[src/rtl/pipeline_ctrl_pkg.sv]
// Shared control-code encoding and bus types for the pipeline hazard/flow controller.
package pipeline_ctrl_pkg;

  typedef logic [1:0]  CTRL_Wire_Bus;
  typedef logic [31:0] AddrBus;

  localparam CTRL_Wire_Bus RUN   = 2'b00;
  localparam CTRL_Wire_Bus STALL = 2'b01;
  localparam CTRL_Wire_Bus FLUSH = 2'b10;
  localparam CTRL_Wire_Bus JUMP  = 2'b11;

  // Which hazard currently dominates, in decreasing priority.
  typedef enum logic [2:0] {
    CAUSE_RESET,
    CAUSE_MEM_BLOCK,
    CAUSE_EX_BLOCK,
    CAUSE_BRANCH,
    CAUSE_PENDING,
    CAUSE_DCACHE_BUSY,
    CAUSE_FETCH_WAIT,
    CAUSE_NONE
  } ctrl_cause_e;

endpackage

[src/rtl/pipeline_ctrl_if.sv]
// Status/flag inputs and control-code outputs between the pipeline stages and the controller.
interface pipeline_ctrl_if #(
  parameter int ADDR_W = 32
);
  import pipeline_ctrl_pkg::*;

  logic              icache_ready_i;
  logic              muldiv_ready_i;
  logic              dcache_ready_i;
  logic [ADDR_W-1:0] ex_pc_new_i;
  logic              if_id_block_flag_i;
  logic              ex_branch_flag_i;
  logic              ex_block_flag_i;
  logic              mem_block_flag_i;

  CTRL_Wire_Bus      ctrl_signal_pc_o;
  CTRL_Wire_Bus      ctrl_signal_if_id_o;
  CTRL_Wire_Bus      ctrl_signal_id_ex_o;
  CTRL_Wire_Bus      ctrl_signal_muldiv_o;
  CTRL_Wire_Bus      ctrl_signal_ex_mem_o;
  CTRL_Wire_Bus      ctrl_signal_mem_wb_o;
  logic [ADDR_W-1:0] ctrl_to_pc_new_o;
  CTRL_Wire_Bus      ctrl_signal_icache_o;
  CTRL_Wire_Bus      ctrl_signal_dcache_o;

  // Pipeline side: reports hazards, consumes control codes.
  modport master (
    output icache_ready_i, muldiv_ready_i, dcache_ready_i, ex_pc_new_i,
           if_id_block_flag_i, ex_branch_flag_i, ex_block_flag_i, mem_block_flag_i,
    input  ctrl_signal_pc_o, ctrl_signal_if_id_o, ctrl_signal_id_ex_o,
           ctrl_signal_muldiv_o, ctrl_signal_ex_mem_o, ctrl_signal_mem_wb_o,
           ctrl_to_pc_new_o, ctrl_signal_icache_o, ctrl_signal_dcache_o
  );

  // Controller side.
  modport slave (
    input  icache_ready_i, muldiv_ready_i, dcache_ready_i, ex_pc_new_i,
           if_id_block_flag_i, ex_branch_flag_i, ex_block_flag_i, mem_block_flag_i,
    output ctrl_signal_pc_o, ctrl_signal_if_id_o, ctrl_signal_id_ex_o,
           ctrl_signal_muldiv_o, ctrl_signal_ex_mem_o, ctrl_signal_mem_wb_o,
           ctrl_to_pc_new_o, ctrl_signal_icache_o, ctrl_signal_dcache_o
  );

endinterface

[src/rtl/pipeline_ctrl.sv]
// Priority hazard encoder for the five-stage pipeline, with a one-entry
// pending-redirect register for branches resolved while the I-cache is busy.
module pipeline_ctrl
  import pipeline_ctrl_pkg::*;
#(
  parameter int ADDR_W = 32
) (
  input  logic           clk,
  input  logic           rst,
  pipeline_ctrl_if.slave bus
);

  ctrl_cause_e       cause;

  logic              pend_valid_q, pend_valid_d;
  logic [ADDR_W-1:0] pend_target_q, pend_target_d;

  CTRL_Wire_Bus      pc_code, if_id_code, id_ex_code, muldiv_code;
  CTRL_Wire_Bus      ex_mem_code, mem_wb_code, icache_code, dcache_code;
  logic [ADDR_W-1:0] pc_target;

  logic              unused_muldiv_ready;
  assign unused_muldiv_ready = bus.muldiv_ready_i;

  always_comb begin
    cause = CAUSE_NONE;
    if (!rst)                                              cause = CAUSE_RESET;
    else if (bus.mem_block_flag_i)                         cause = CAUSE_MEM_BLOCK;
    else if (bus.ex_block_flag_i)                          cause = CAUSE_EX_BLOCK;
    else if (bus.ex_branch_flag_i)                         cause = CAUSE_BRANCH;
    else if (pend_valid_q)                                 cause = CAUSE_PENDING;
    else if (!bus.dcache_ready_i)                          cause = CAUSE_DCACHE_BUSY;
    else if (bus.if_id_block_flag_i || !bus.icache_ready_i) cause = CAUSE_FETCH_WAIT;
  end

  always_comb begin
    pc_code       = RUN;
    if_id_code    = RUN;
    id_ex_code    = RUN;
    muldiv_code   = RUN;
    ex_mem_code   = RUN;
    mem_wb_code   = RUN;
    icache_code   = RUN;
    dcache_code   = RUN;
    pc_target     = pend_valid_q ? pend_target_q : bus.ex_pc_new_i;
    pend_valid_d  = pend_valid_q;
    pend_target_d = pend_target_q;

    unique case (cause)
      CAUSE_RESET: begin
        pc_code       = STALL;
        if_id_code    = FLUSH;
        id_ex_code    = FLUSH;
        muldiv_code   = FLUSH;
        ex_mem_code   = FLUSH;
        mem_wb_code   = FLUSH;
        icache_code   = FLUSH;
        dcache_code   = FLUSH;
        pc_target     = '0;
        pend_valid_d  = 1'b0;
        pend_target_d = '0;
      end
      CAUSE_MEM_BLOCK: begin
        pc_code     = STALL;
        if_id_code  = STALL;
        id_ex_code  = STALL;
        muldiv_code = STALL;
        ex_mem_code = STALL;
        icache_code = STALL;
        mem_wb_code = FLUSH;
      end
      CAUSE_EX_BLOCK: begin
        pc_code     = STALL;
        if_id_code  = STALL;
        id_ex_code  = STALL;
        icache_code = STALL;
        ex_mem_code = FLUSH;
      end
      CAUSE_BRANCH: begin
        if_id_code  = FLUSH;
        id_ex_code  = FLUSH;
        muldiv_code = FLUSH;
        icache_code = FLUSH;
        dcache_code = FLUSH;
        // A fresh branch supersedes any older pending target, whether it
        // jumps now or has to wait for the I-cache itself.
        if (bus.icache_ready_i) begin
          pc_code      = JUMP;
          pc_target    = bus.ex_pc_new_i;
          pend_valid_d = 1'b0;
        end else begin
          pc_code       = STALL;
          pend_valid_d  = 1'b1;
          pend_target_d = bus.ex_pc_new_i;
        end
      end
      CAUSE_PENDING: begin
        if_id_code = FLUSH;
        if (bus.icache_ready_i) begin
          pc_code      = JUMP;
          pend_valid_d = 1'b0;
        end else begin
          pc_code = STALL;
        end
      end
      CAUSE_DCACHE_BUSY: begin
        pc_code    = STALL;
        if_id_code = STALL;
        id_ex_code = FLUSH;
      end
      CAUSE_FETCH_WAIT: begin
        pc_code    = STALL;
        if_id_code = FLUSH;
      end
      default: begin
      end
    endcase
  end

  always_ff @(posedge clk) begin
    if (!rst) begin
      pend_valid_q  <= 1'b0;
      pend_target_q <= '0;
    end else begin
      pend_valid_q  <= pend_valid_d;
      pend_target_q <= pend_target_d;
    end
  end

  assign bus.ctrl_signal_pc_o     = pc_code;
  assign bus.ctrl_signal_if_id_o  = if_id_code;
  assign bus.ctrl_signal_id_ex_o  = id_ex_code;
  assign bus.ctrl_signal_muldiv_o = muldiv_code;
  assign bus.ctrl_signal_ex_mem_o = ex_mem_code;
  assign bus.ctrl_signal_mem_wb_o = mem_wb_code;
  assign bus.ctrl_to_pc_new_o     = pc_target;
  assign bus.ctrl_signal_icache_o = icache_code;
  assign bus.ctrl_signal_dcache_o = dcache_code;

endmodule

[src/flat_wrapper.sv]
// flat-port wrapper written by rule: the top's interface ports become plain ports
module pipeline_ctrl_flat import pipeline_ctrl_pkg::*;
#(
  parameter int ADDR_W = 32
)
  (clk, rst, bus_icache_ready_i, bus_muldiv_ready_i, bus_dcache_ready_i, bus_ex_pc_new_i, bus_if_id_block_flag_i, bus_ex_branch_flag_i, bus_ex_block_flag_i, bus_mem_block_flag_i, bus_ctrl_signal_pc_o, bus_ctrl_signal_if_id_o, bus_ctrl_signal_id_ex_o, bus_ctrl_signal_muldiv_o, bus_ctrl_signal_ex_mem_o, bus_ctrl_signal_mem_wb_o, bus_ctrl_to_pc_new_o, bus_ctrl_signal_icache_o, bus_ctrl_signal_dcache_o);
  pipeline_ctrl_if #(.ADDR_W(ADDR_W)) bus_i ();
  input  logic clk;
  input  logic rst;
  input wire logic [$bits(bus_i.icache_ready_i)-1:0] bus_icache_ready_i;
  input wire logic [$bits(bus_i.muldiv_ready_i)-1:0] bus_muldiv_ready_i;
  input wire logic [$bits(bus_i.dcache_ready_i)-1:0] bus_dcache_ready_i;
  input wire logic [$bits(bus_i.ex_pc_new_i)-1:0] bus_ex_pc_new_i;
  input wire logic [$bits(bus_i.if_id_block_flag_i)-1:0] bus_if_id_block_flag_i;
  input wire logic [$bits(bus_i.ex_branch_flag_i)-1:0] bus_ex_branch_flag_i;
  input wire logic [$bits(bus_i.ex_block_flag_i)-1:0] bus_ex_block_flag_i;
  input wire logic [$bits(bus_i.mem_block_flag_i)-1:0] bus_mem_block_flag_i;
  output wire logic [$bits(bus_i.ctrl_signal_pc_o)-1:0] bus_ctrl_signal_pc_o;
  output wire logic [$bits(bus_i.ctrl_signal_if_id_o)-1:0] bus_ctrl_signal_if_id_o;
  output wire logic [$bits(bus_i.ctrl_signal_id_ex_o)-1:0] bus_ctrl_signal_id_ex_o;
  output wire logic [$bits(bus_i.ctrl_signal_muldiv_o)-1:0] bus_ctrl_signal_muldiv_o;
  output wire logic [$bits(bus_i.ctrl_signal_ex_mem_o)-1:0] bus_ctrl_signal_ex_mem_o;
  output wire logic [$bits(bus_i.ctrl_signal_mem_wb_o)-1:0] bus_ctrl_signal_mem_wb_o;
  output wire logic [$bits(bus_i.ctrl_to_pc_new_o)-1:0] bus_ctrl_to_pc_new_o;
  output wire logic [$bits(bus_i.ctrl_signal_icache_o)-1:0] bus_ctrl_signal_icache_o;
  output wire logic [$bits(bus_i.ctrl_signal_dcache_o)-1:0] bus_ctrl_signal_dcache_o;
  assign bus_i.icache_ready_i = bus_icache_ready_i;
  assign bus_i.muldiv_ready_i = bus_muldiv_ready_i;
  assign bus_i.dcache_ready_i = bus_dcache_ready_i;
  assign bus_i.ex_pc_new_i = bus_ex_pc_new_i;
  assign bus_i.if_id_block_flag_i = bus_if_id_block_flag_i;
  assign bus_i.ex_branch_flag_i = bus_ex_branch_flag_i;
  assign bus_i.ex_block_flag_i = bus_ex_block_flag_i;
  assign bus_i.mem_block_flag_i = bus_mem_block_flag_i;
  assign bus_ctrl_signal_pc_o = bus_i.ctrl_signal_pc_o;
  assign bus_ctrl_signal_if_id_o = bus_i.ctrl_signal_if_id_o;
  assign bus_ctrl_signal_id_ex_o = bus_i.ctrl_signal_id_ex_o;
  assign bus_ctrl_signal_muldiv_o = bus_i.ctrl_signal_muldiv_o;
  assign bus_ctrl_signal_ex_mem_o = bus_i.ctrl_signal_ex_mem_o;
  assign bus_ctrl_signal_mem_wb_o = bus_i.ctrl_signal_mem_wb_o;
  assign bus_ctrl_to_pc_new_o = bus_i.ctrl_to_pc_new_o;
  assign bus_ctrl_signal_icache_o = bus_i.ctrl_signal_icache_o;
  assign bus_ctrl_signal_dcache_o = bus_i.ctrl_signal_dcache_o;
  pipeline_ctrl #(.ADDR_W(ADDR_W)) u_core (.clk(clk), .rst(rst), .bus(bus_i));
endmodule
[config.mk]
export PLATFORM = sky130hd
export DESIGN_NAME = pipeline_ctrl_flat
export DESIGN_NICKNAME = d
export VERILOG_FILES = /design/src/rtl/pipeline_ctrl_pkg.sv /design/src/rtl/pipeline_ctrl_if.sv /design/src/rtl/pipeline_ctrl.sv /design/src/flat_wrapper.sv
export SDC_FILE = /design/constraint.sdc
export NUM_CORES = 1
export LEC_CHECK = 0
export CORE_ASPECT_RATIO = 0.75
export CORE_MARGIN = 2
export CORE_UTILIZATION = 44
export CTS_CLUSTER_SIZE = 30
export DETAILED_ROUTE_END_ITERATION = 10
export PLACE_DENSITY = 0.93
export SYNTH_ARGS = -nofsm -noshare
export SYNTH_HDL_FRONTEND = slang
export SYNTH_SLANG_ARGS = --single-unit
[constraint.sdc]
create_clock -name clk -period 3.6 [get_ports clk]
set_input_delay 0.72 -clock clk [delete_from_list [all_inputs] [get_ports clk]]
set_output_delay 0.72 -clock clk [all_outputs]
set_load 0.02 [all_outputs]
# --- Word-level counts from Yosys, hierarchy flattened ---
# Cells that the tools add are included.
totals:
  register_bits: 33
  word_cells: 50
op_classes:
  muxes: 24
  eq_ne: 8
  n_reduce_logical: 16
ops:
  columns: ["op", "n"]
  rows:
  - ["$pmux 32 s2", 2]
  - ["$mux 32", 3]
  - ["$pmux 2 s2", 6]
  - ["$mux 3", 6]
  - ["$reduce_or 2->1", 5]
  - ["$eq 3x3->1 const B", 3]
  - ["$eq 3x2->1 const B", 2]
  - ["$mux 2", 3]
  - ["$reduce_or 3->1", 2]
  - ["$reduce_or 5->1", 1]
  - ["$ne 2x2->1 const B", 2]
  - ["$reduce_and 2->1", 2]
  - ["$reduce_or 4->1", 1]
  - ["$eq 3x1->1 const B", 1]
  - ["$logic_not 3->1", 1]
  - ["$mux 1", 3]
  - ["$pmux 1 s3", 1]
  - ["$reduce_bool 3->1", 1]
  - ["$reduce_bool 2->1", 1]
  - ["$logic_not 1->1", 1]
  - ["$logic_or 1x1->1", 1]

# --- Depth between registers and ports, before layout ---
# Gate-level depths: netlist (run 1).
depth:
  ltp_word: 12
  mapped_depth: 6

# --- Worst setup path after synthesis (run 1) ---
# No wires, ideal clock.
synth_path:
  path_kind: "in2out"
  startpoint: "input port bus_mem_block_flag_i"
  endpoint: "output port bus_ctrl_signal_pc_o[1]"
  arrival_ps: 1969
  cell_stages: 3
  slack_ps: 911
  path_cell_list: "clkbuf_1 > nand2b_1 > nor4b_1"
synth_between:
  elab_chain_cells: 5
  word_cells_on_any_way: 12
  cone_classes: "6 x eq/ne; 3 x mux; 3 x reduce/logical"
synth_rtl:
  columns: ["item", "line_no", "text"]
  rows:
  - ["from (decl)", "flat_wrapper.sv:17", "input wire logic [$bits(bus_i.mem_block_flag_i)-1:0] bus_mem_block_flag_i;"]
  - ["$mux 3 (*)", "pipeline_ctrl.sv:28", "else if (bus.mem_block_flag_i) cause = CAUSE_MEM_BLOCK;"]
  - ["$mux 3 (*)", "pipeline_ctrl.sv:27", "if (!rst) cause = CAUSE_RESET;"]
  - ["$eq 3x3->1, or another cell as far along", "pipeline_ctrl.sv:49", "unique case (cause)"]
  - ["$reduce_or 5->1 (no line) or $reduce_or 2->1 (tied branches)", null, null]
  - ["$pmux 2 s2 (*)", "pipeline_ctrl.sv:49", null]
  - ["to (decl)", "flat_wrapper.sv:18", "output wire logic [$bits(bus_i.ctrl_signal_pc_o)-1:0] bus_ctrl_signal_pc_o;"]
# Every way passes the cells marked *; elsewhere a longest branch is shown, timed or not.

# --- Worst setup path after layout (run 1) ---
layout_path:
  startpoint: "input port bus_mem_block_flag_i"
  endpoint: "output port bus_ctrl_to_pc_new_o[27]"
layout_between:
  elab_chain_cells: 4
  word_cells_on_any_way: 5
  cone_classes: "1 x eq/ne; 3 x mux; 1 x reduce/logical"
layout_rtl:
  columns: ["item", "line_no", "text"]
  rows:
  - ["$mux 3 (*)", "pipeline_ctrl.sv:28", null]
  - ["$mux 3 (*)", "pipeline_ctrl.sv:27", null]
  - ["$eq 3x2->1 or $logic_not 3->1 (tied branches)", "pipeline_ctrl.sv:49", null]
  - ["$pmux 32 s2 (*)", "pipeline_ctrl.sv:49", null]
  - ["to (decl)", "flat_wrapper.sv:24", "output wire logic [$bits(bus_i.ctrl_to_pc_new_o)-1:0] bus_ctrl_to_pc_new_o;"]
# Marked as above.

==> run_results.csv, run 1 <==
group,metric,value,unit
synthesis,synth_top_area_frac,0.355,
worst_setup_path,r2r-end,"u_core.pend_valid_q",
placed_design,hpwl,3570,um
synthesis,syn_area,1860,um2
clocking,post_cts_buffers,0,
routing,dr.pass1.iters,4,
synthesis,synth_common_cells,"inv_1 (35), dfxtp_1 (33), a22o_1 (32), mux2i_1 (32), nand2_1 (32)",
worst_hold_path,holdCritStartpoint,"u_core.pend_target_q[27]",
placed_design,dpl_cell_area,2760,um2
worst_hold_path,min_path_type,"reg -> reg",
layout,diodes,0,
worst_setup_path,critical_path_required,2880,ps
synthesis,synth.largest_area_cell,"dfxtp_1",
floorplanning,row_count,20,
synthesis,syn_area_per_cell,8.61,um2
worst_setup_path,r2r-start,"u_core.pend_valid_q",
floorplanning,initial_utilization,0.459,
flow_run,drv_cap,0,
layout,drive_above_1_share,0.0759,
layout,final.fill_count,328,
routing,wl_met1,2170,um
floorplanning,die_h,60.3,um
routing,wl_per_cell,13.3,um
worst_setup_path,slowest_delay,550,ps
sta,slew_violations,0,
clocking,clk_path_buf_depth,2,
pwr,p_leak,1.17,nW
routing,drt-initial-drc-count,106,
status,status,"finished, final reports clean",
worst_setup_path,rr_worst_depth,2,
routing,ant_nets,0,
routing,drt-total-wl,4760,um
layout,fin_nets,343,
clocking,clock-root-buffer,"clkbuf_8",
routing,vias_per_cell,5.10,
synthesis,async_flop_share,0,
worst_setup_path,critPathSlowestCell,"clkdlybuf4s50_1",
sta,setup_tns,0,ps
synthesis,synth_cell_types,29,
sta,hold_viol,0,
sta,timing.fmax,0.299,GHz
worst_setup_path,crit_top_cell,"clkdlybuf4s50_1",
synthesis,synth_warnings,0,
synthesis,synth.most_common_cell,"inv_1",
worst_hold_path,min_to,"u_core.pend_target_q[27]",
placed_design,io_buffers,85,
grt,grt_pass1_wl,7780,um
grt,grt_pass1_vias,1755,
worst_setup_path,path_class,"in -> out",
routing,route.met2.wl,2210,um
grt,grt_start_max_net_pins,33,
clocking,cts_tree,"yes",
synthesis,yosys-top-cells-area,"dfxtp_1 (36%), mux2i_1 (17%), a22o_1 (15%)",
clocking,cts_sinks,33,
layout,design_area,2860,um2
synthesis,synth-edff-count,0,
routing,drc,0,
worst_setup_path,cp-start-kind,"primary input",
floorplanning,io_pins,89,
clocking,h-tree-depth,2,
grt,antenna_found_initial,0,
worst_setup_path,crit_fanout,20,
sta,relSlewSlack,0.570,
clocking,post_cts_resized,0,
worst_setup_path,crit_arrival,2620,ps
sta,setup_viol,0,
synthesis,syn_inst,216,
sta,rsz0062_at_grt,"no",
sta,fin_crit_sh,0.928,
sta,min_period,3340,ps
worst_setup_path,crit_family,"buffers and inverters",
worst_setup_path,cp.buffers_inverters,3,
routing,routed.top_layer,"met4",
sta,setup_ws,259,ps
layout,area_growth,53.7,%
clocking,ctsHoldBuffers,0,
worst_hold_path,holdPathStages,2,
floorplanning,core,4050,um2
clocking,clk_latency,280,ps
pwr,power,0.932,mW
synthesis,yosys_most_used_dff,"dfxtp_1",
worst_setup_path,worstSetupEndpointType,"output port",
placed_design,gp_congestion,0.906,
sta,clock_skew,0,ps
synthesis,seq_area_frac_synth,0.355,
worst_setup_path,path_cells,"clkdlybuf4s50_1 -> nand4bb_1 -> and3_1 -> buf_4 -> a22o_1 -> clkdlybuf4s50_1",
pwr,p_per_area,326,nW/um2
grt,groute.usage.overall,0.209,
pwr,max-vdd-ir-drop,0.000239,V
routing,routed-via-count,1825,
routing,wl_met3,335,um
grt,overflow,0,
placed_design,place_ws,255,ps
clocking,clk_pin_slew_worst_paths,70,ps
worst_setup_path,r2r_slack,2830,ps
clocking,cts_made_buffers,5,
synthesis,yosys_register_bits,33,
floorplanning,die_area,4770,um2
floorplanning,die_w,79.1,um
sta,tightest_slew,644,ps
[where the power goes]
| part | total (mW) | switching, mW | leakage (nW) | internal [mW] |
|---|---|---|---|---|
| combinational | 0.252 | 0.118 | 0.852 | 0.134 |
| sequential | 0.380 | 0.00534 | 0.267 | 0.374 |
| clock | 0.301 | 0.128 | 0.0542 | 0.173 |
[layout make-up]
cell class,instances,area [um2],area share
flip-flops and latches,33,661,0.231
multi-input cells,130,955,0.334
clock inverters,1,5.00,0.00175
repair buffers,97,941,0.329
clock buffers,7,96.3,0.0337
inverters,35,131,0.0460
well taps,55,68.8,0.0241
[cell usage in the layout (no fill, tap or decap), drive strengths merged]
cell type      Yosys  layout
clkdlybuf4s50      0      85
inv               35      35
dfxtp             33      33
a22o              32      32
nand2             32      32
mux2i             32      32
buf               17      12
clkbuf             2       7
nor2               6       6
o21ai              4       4
a21oi              4       4
nand2b             3       3
and2               2       2
a211oi             2       2
conb               1       2
nand4bb            1       1
and3               1       1
nor2b              1       1
nor3b              1       1
o22ai              1       1
o21a               1       1
nand3              1       1
a2111oi            1       1
nor4b              1       1
nor4bb             1       1
o31ai              1       1
clkinv             0       1
[worst register-to-register path, stage by stage, from the launching register on]
cell	delay [ps]
dfxtp_1	430
a21oi_1	70
a211oi_1	200
[per-stage QoR]
step	hold WS, ps	cells	utilization
final	457	358	0.705
after global routing	473	358	0.705
after CTS	457	358	0.705
after floorplan	429	217	-
after detailed placement	445	350	0.680
after global placement	436	350	0.680
[state kept, by name (all words and copies together) (netlist names)]
| signal | cells |
|---|---|
| u_core.pend_target_q | 32 |
| u_core.pend_valid_q | 1 |
[worst max-delay path by stage]
stage / from / endpoint / slack, ps / cells past startpoint
4_1_cts: bus_mem_block_flag_i / bus_ctrl_to_pc_new_o[27] / 250 / 6
2_1_floorplan: bus_mem_block_flag_i / bus_ctrl_signal_pc_o[1] / 910 / 3
3_5_place_dp: bus_mem_block_flag_i / bus_ctrl_to_pc_new_o[27] / 250 / 6
5_1_grt: bus_ex_block_flag_i / bus_ctrl_signal_id_ex_o[1] / 150 / 6
6_report: bus_mem_block_flag_i / bus_ctrl_to_pc_new_o[27] / 260 / 6
3_3_place_gp: bus_mem_block_flag_i / bus_ctrl_to_pc_new_o[29] / 280 / 6
[logic make-up (layout without fill, tap and decap cells)]
group | Yosys count | after routing | share of synthesized area
AND/OR/NAND/NOR | 50 | 50 | 0.123
other | 1 | 2 | 0.00202
buffers and inverters | 54 | 140 | 0.143
flip-flops | 33 | 33 | 0.355
multiplexers | 32 | 32 | 0.172
AO/OA/AOI/OAI | 46 | 46 | 0.204
[per-layer routing]
metal,global-route usage,up-vias
met4,0.0665,0
li1,-,894
met1,0.267,852
met5,0,-
met3,0.0634,7
met2,0.341,72
Power figures use the tool's default switching activity.
==> inputs of run 2 (changes only) <==
Settings changed: CELL_PAD_IN_SITES_DETAIL_PLACEMENT set to 1, CELL_PAD_IN_SITES_GLOBAL_PLACEMENT set to 1, CORE_UTILIZATION 44 to 31, PLACE_DENSITY 0.93 to 0.92.
==> run_results.csv, run 2 (synthesized netlist as in run 1, its figures left out) <==
group,metric,value,unit
worst_setup_path,worstSetupEndpointType,"output port",
clocking,clock-root-buffer,"clkbuf_8",
grt,grt_pass1_vias,1860,
grt,overflow,0,
worst_setup_path,critical_path_required,2880,ps
sta,min_period,3470,ps
worst_setup_path,crit_top_cell,"clkdlybuf4s50_1",
clocking,clk_latency,280,ps
clocking,cts_tree,"yes",
clocking,cts_sinks,33,
worst_setup_path,critPathSlowestCell,"clkdlybuf4s50_1",
sta,fin_crit_sh,0.963,
clocking,cts_made_buffers,5,
layout,seqCellArea,661,um2
layout,design_area,2860,um2
sta,hold_viol,0,
grt,grt_pass1_wl,8960,um
sta,timing.fmax,0.288,GHz
placed_design,hpwl,4020,um
floorplanning,io_pins,89,
routing,vias_per_cell,4.79,
layout,diodes,0,
placed_design,io_buffers,85,
sta,setup_viol,0,
sta,slew_violations,0,
layout,final_core_util,0.493,
worst_setup_path,cp-start-kind,"primary input",
worst_setup_path,slowest_delay,610,ps
sta,clock_skew,0,ps
grt,grt_start_max_net_pins,33,
sta,relSlewSlack,0.638,
layout,reg.largest.list,"u_core.pend_target_q (32), u_core.pend_valid_q (1)",
floorplanning,initial_utilization,0.321,
worst_setup_path,r2r-start,"u_core.pend_valid_q",
placed_design,gp_congestion,0.898,
worst_hold_path,holdPathStages,2,
clocking,ctsHoldBuffers,0,
routing,drt-initial-drc-count,51,
placed_design,dpl_cell_area,2780,um2
worst_setup_path,r2r_slack,2800,ps
worst_hold_path,min_path_type,"reg -> reg",
floorplanning,core,5800,um2
layout,layout_commonest_cell,"clkdlybuf4s50_1",
floorplanning,die_h,71.1,um
worst_setup_path,r2r-end,"u_core.pend_valid_q",
routing,dr.pass1.iters,4,
routing,wl_per_cell,14.4,um
clocking,post_cts_resized,0,
layout,final_cell_mix,"clkdlybuf4s50_1 (85), inv_1 (35), dfxtp_1 (33)",
grt,antenna_found_initial,0,
clocking,clk_path_buf_depth,2,
layout,final.fill_count,704,
sta,setup_tns,0,ps
routing,routed-via-count,1809,
layout,area_growth,53.7,%
routing,drt-total-wl,5460,um
layout,largest_reg_flops,32,
routing,drc,0,
worst_setup_path,path_class,"in -> out",
grt,groute.usage.overall,0.169,
layout,drive_above_1_share,0.0633,
layout,fin_nets,340,
flow_run,drv_cap,0,
sta,setup_ws,132,ps
status,status,"finished, final reports clean",
floorplanning,die_w,93.4,um
clocking,post_cts_buffers,0,
pwr,p_per_area,314,nW/um2
layout,multi_input_area,955,um2
layout,largest_register,"u_core.pend_target_q",
floorplanning,die_area,6640,um2
routing,ant_nets,0,
clocking,clk_pin_slew_worst_paths,60,ps
sta,tightest_slew,544,ps
worst_setup_path,rr_worst_depth,2,
clocking,h-tree-depth,2,
floorplanning,row_count,24,
worst_setup_path,path_cells,"clkdlybuf4s50_1 -> nand4bb_1 -> and3_1 -> buf_4 -> a22o_1 -> clkdlybuf4s50_1",
worst_hold_path,holdCritStartpoint,"u_core.pend_target_q[13]",
sta,rsz0062_at_grt,"no",
placed_design,place_ws,125,ps
worst_setup_path,crit_fanout,32,
pwr,max-vdd-ir-drop,0.000222,V
worst_hold_path,min_to,"u_core.pend_target_q[13]",
worst_setup_path,crit_arrival,2750,ps
pwr,power,0.898,mW
pwr,p_leak,1.15,nW
run 2: cell types whose count changed in the layout (fill, tap and decap cells not counted), sizes merged:
cell / before / now
buf: 12 / 9
clkbuf: 7 / 6
clkinv: 1 / 2
run 2: critical path, delay by kind of cell:
family                 cells  cell delay [ps]
and+or+nand+nor            2              360
buffers and inverters      3             1430
AOI/OAI and AO/OA          1              230
run 2: worst max path at each step:
| stage | start | endpoint | slack (ps) | cells after the start |
|---|---|---|---|---|
| final | bus_mem_block_flag_i | bus_ctrl_to_pc_new_o[29] | 130 | 6 |
| after global routing | bus_mem_block_flag_i | bus_ctrl_to_pc_new_o[6] | 30 | 6 |
| after floorplan | bus_mem_block_flag_i | bus_ctrl_signal_pc_o[1] | 910 | 3 |
| after CTS | bus_mem_block_flag_i | bus_ctrl_to_pc_new_o[29] | 120 | 6 |
| after detailed placement | bus_mem_block_flag_i | bus_ctrl_to_pc_new_o[27] | 130 | 6 |
| after global placement | bus_mem_block_flag_i | bus_ctrl_to_pc_new_o[26] | 180 | 6 |
run 2: area by class of cell:
class                   count  share of cell area
clock buffers               6              0.0254
clock inverters             2             0.00350
inverters                  35              0.0460
multi-input cells         130               0.334
flip-flops and latches     33               0.231
well taps                  78              0.0342
repair buffers             94               0.326
run 2: power by group:
part,switching (mW),internal (mW),leakage [nW]
combinational,0.121,0.134,0.841
clock,0.129,0.134,0.0450
sequential,0.00544,0.374,0.267
total,0.256,0.642,1.15
run 2: metal layers:
layer,share of wire,track usage
met4,0.0018,0.0245
met5,0,0
met1,0.45,0.219
met3,0.054,0.0437
met2,0.50,0.290
run 2: stage by stage:
step           hold WS, ps  cells
6_report               455    378
5_1_grt                471    378
4_1_cts                460    378
3_5_place_dp           449    370
3_3_place_gp           436    370
2_1_floorplan          429    217
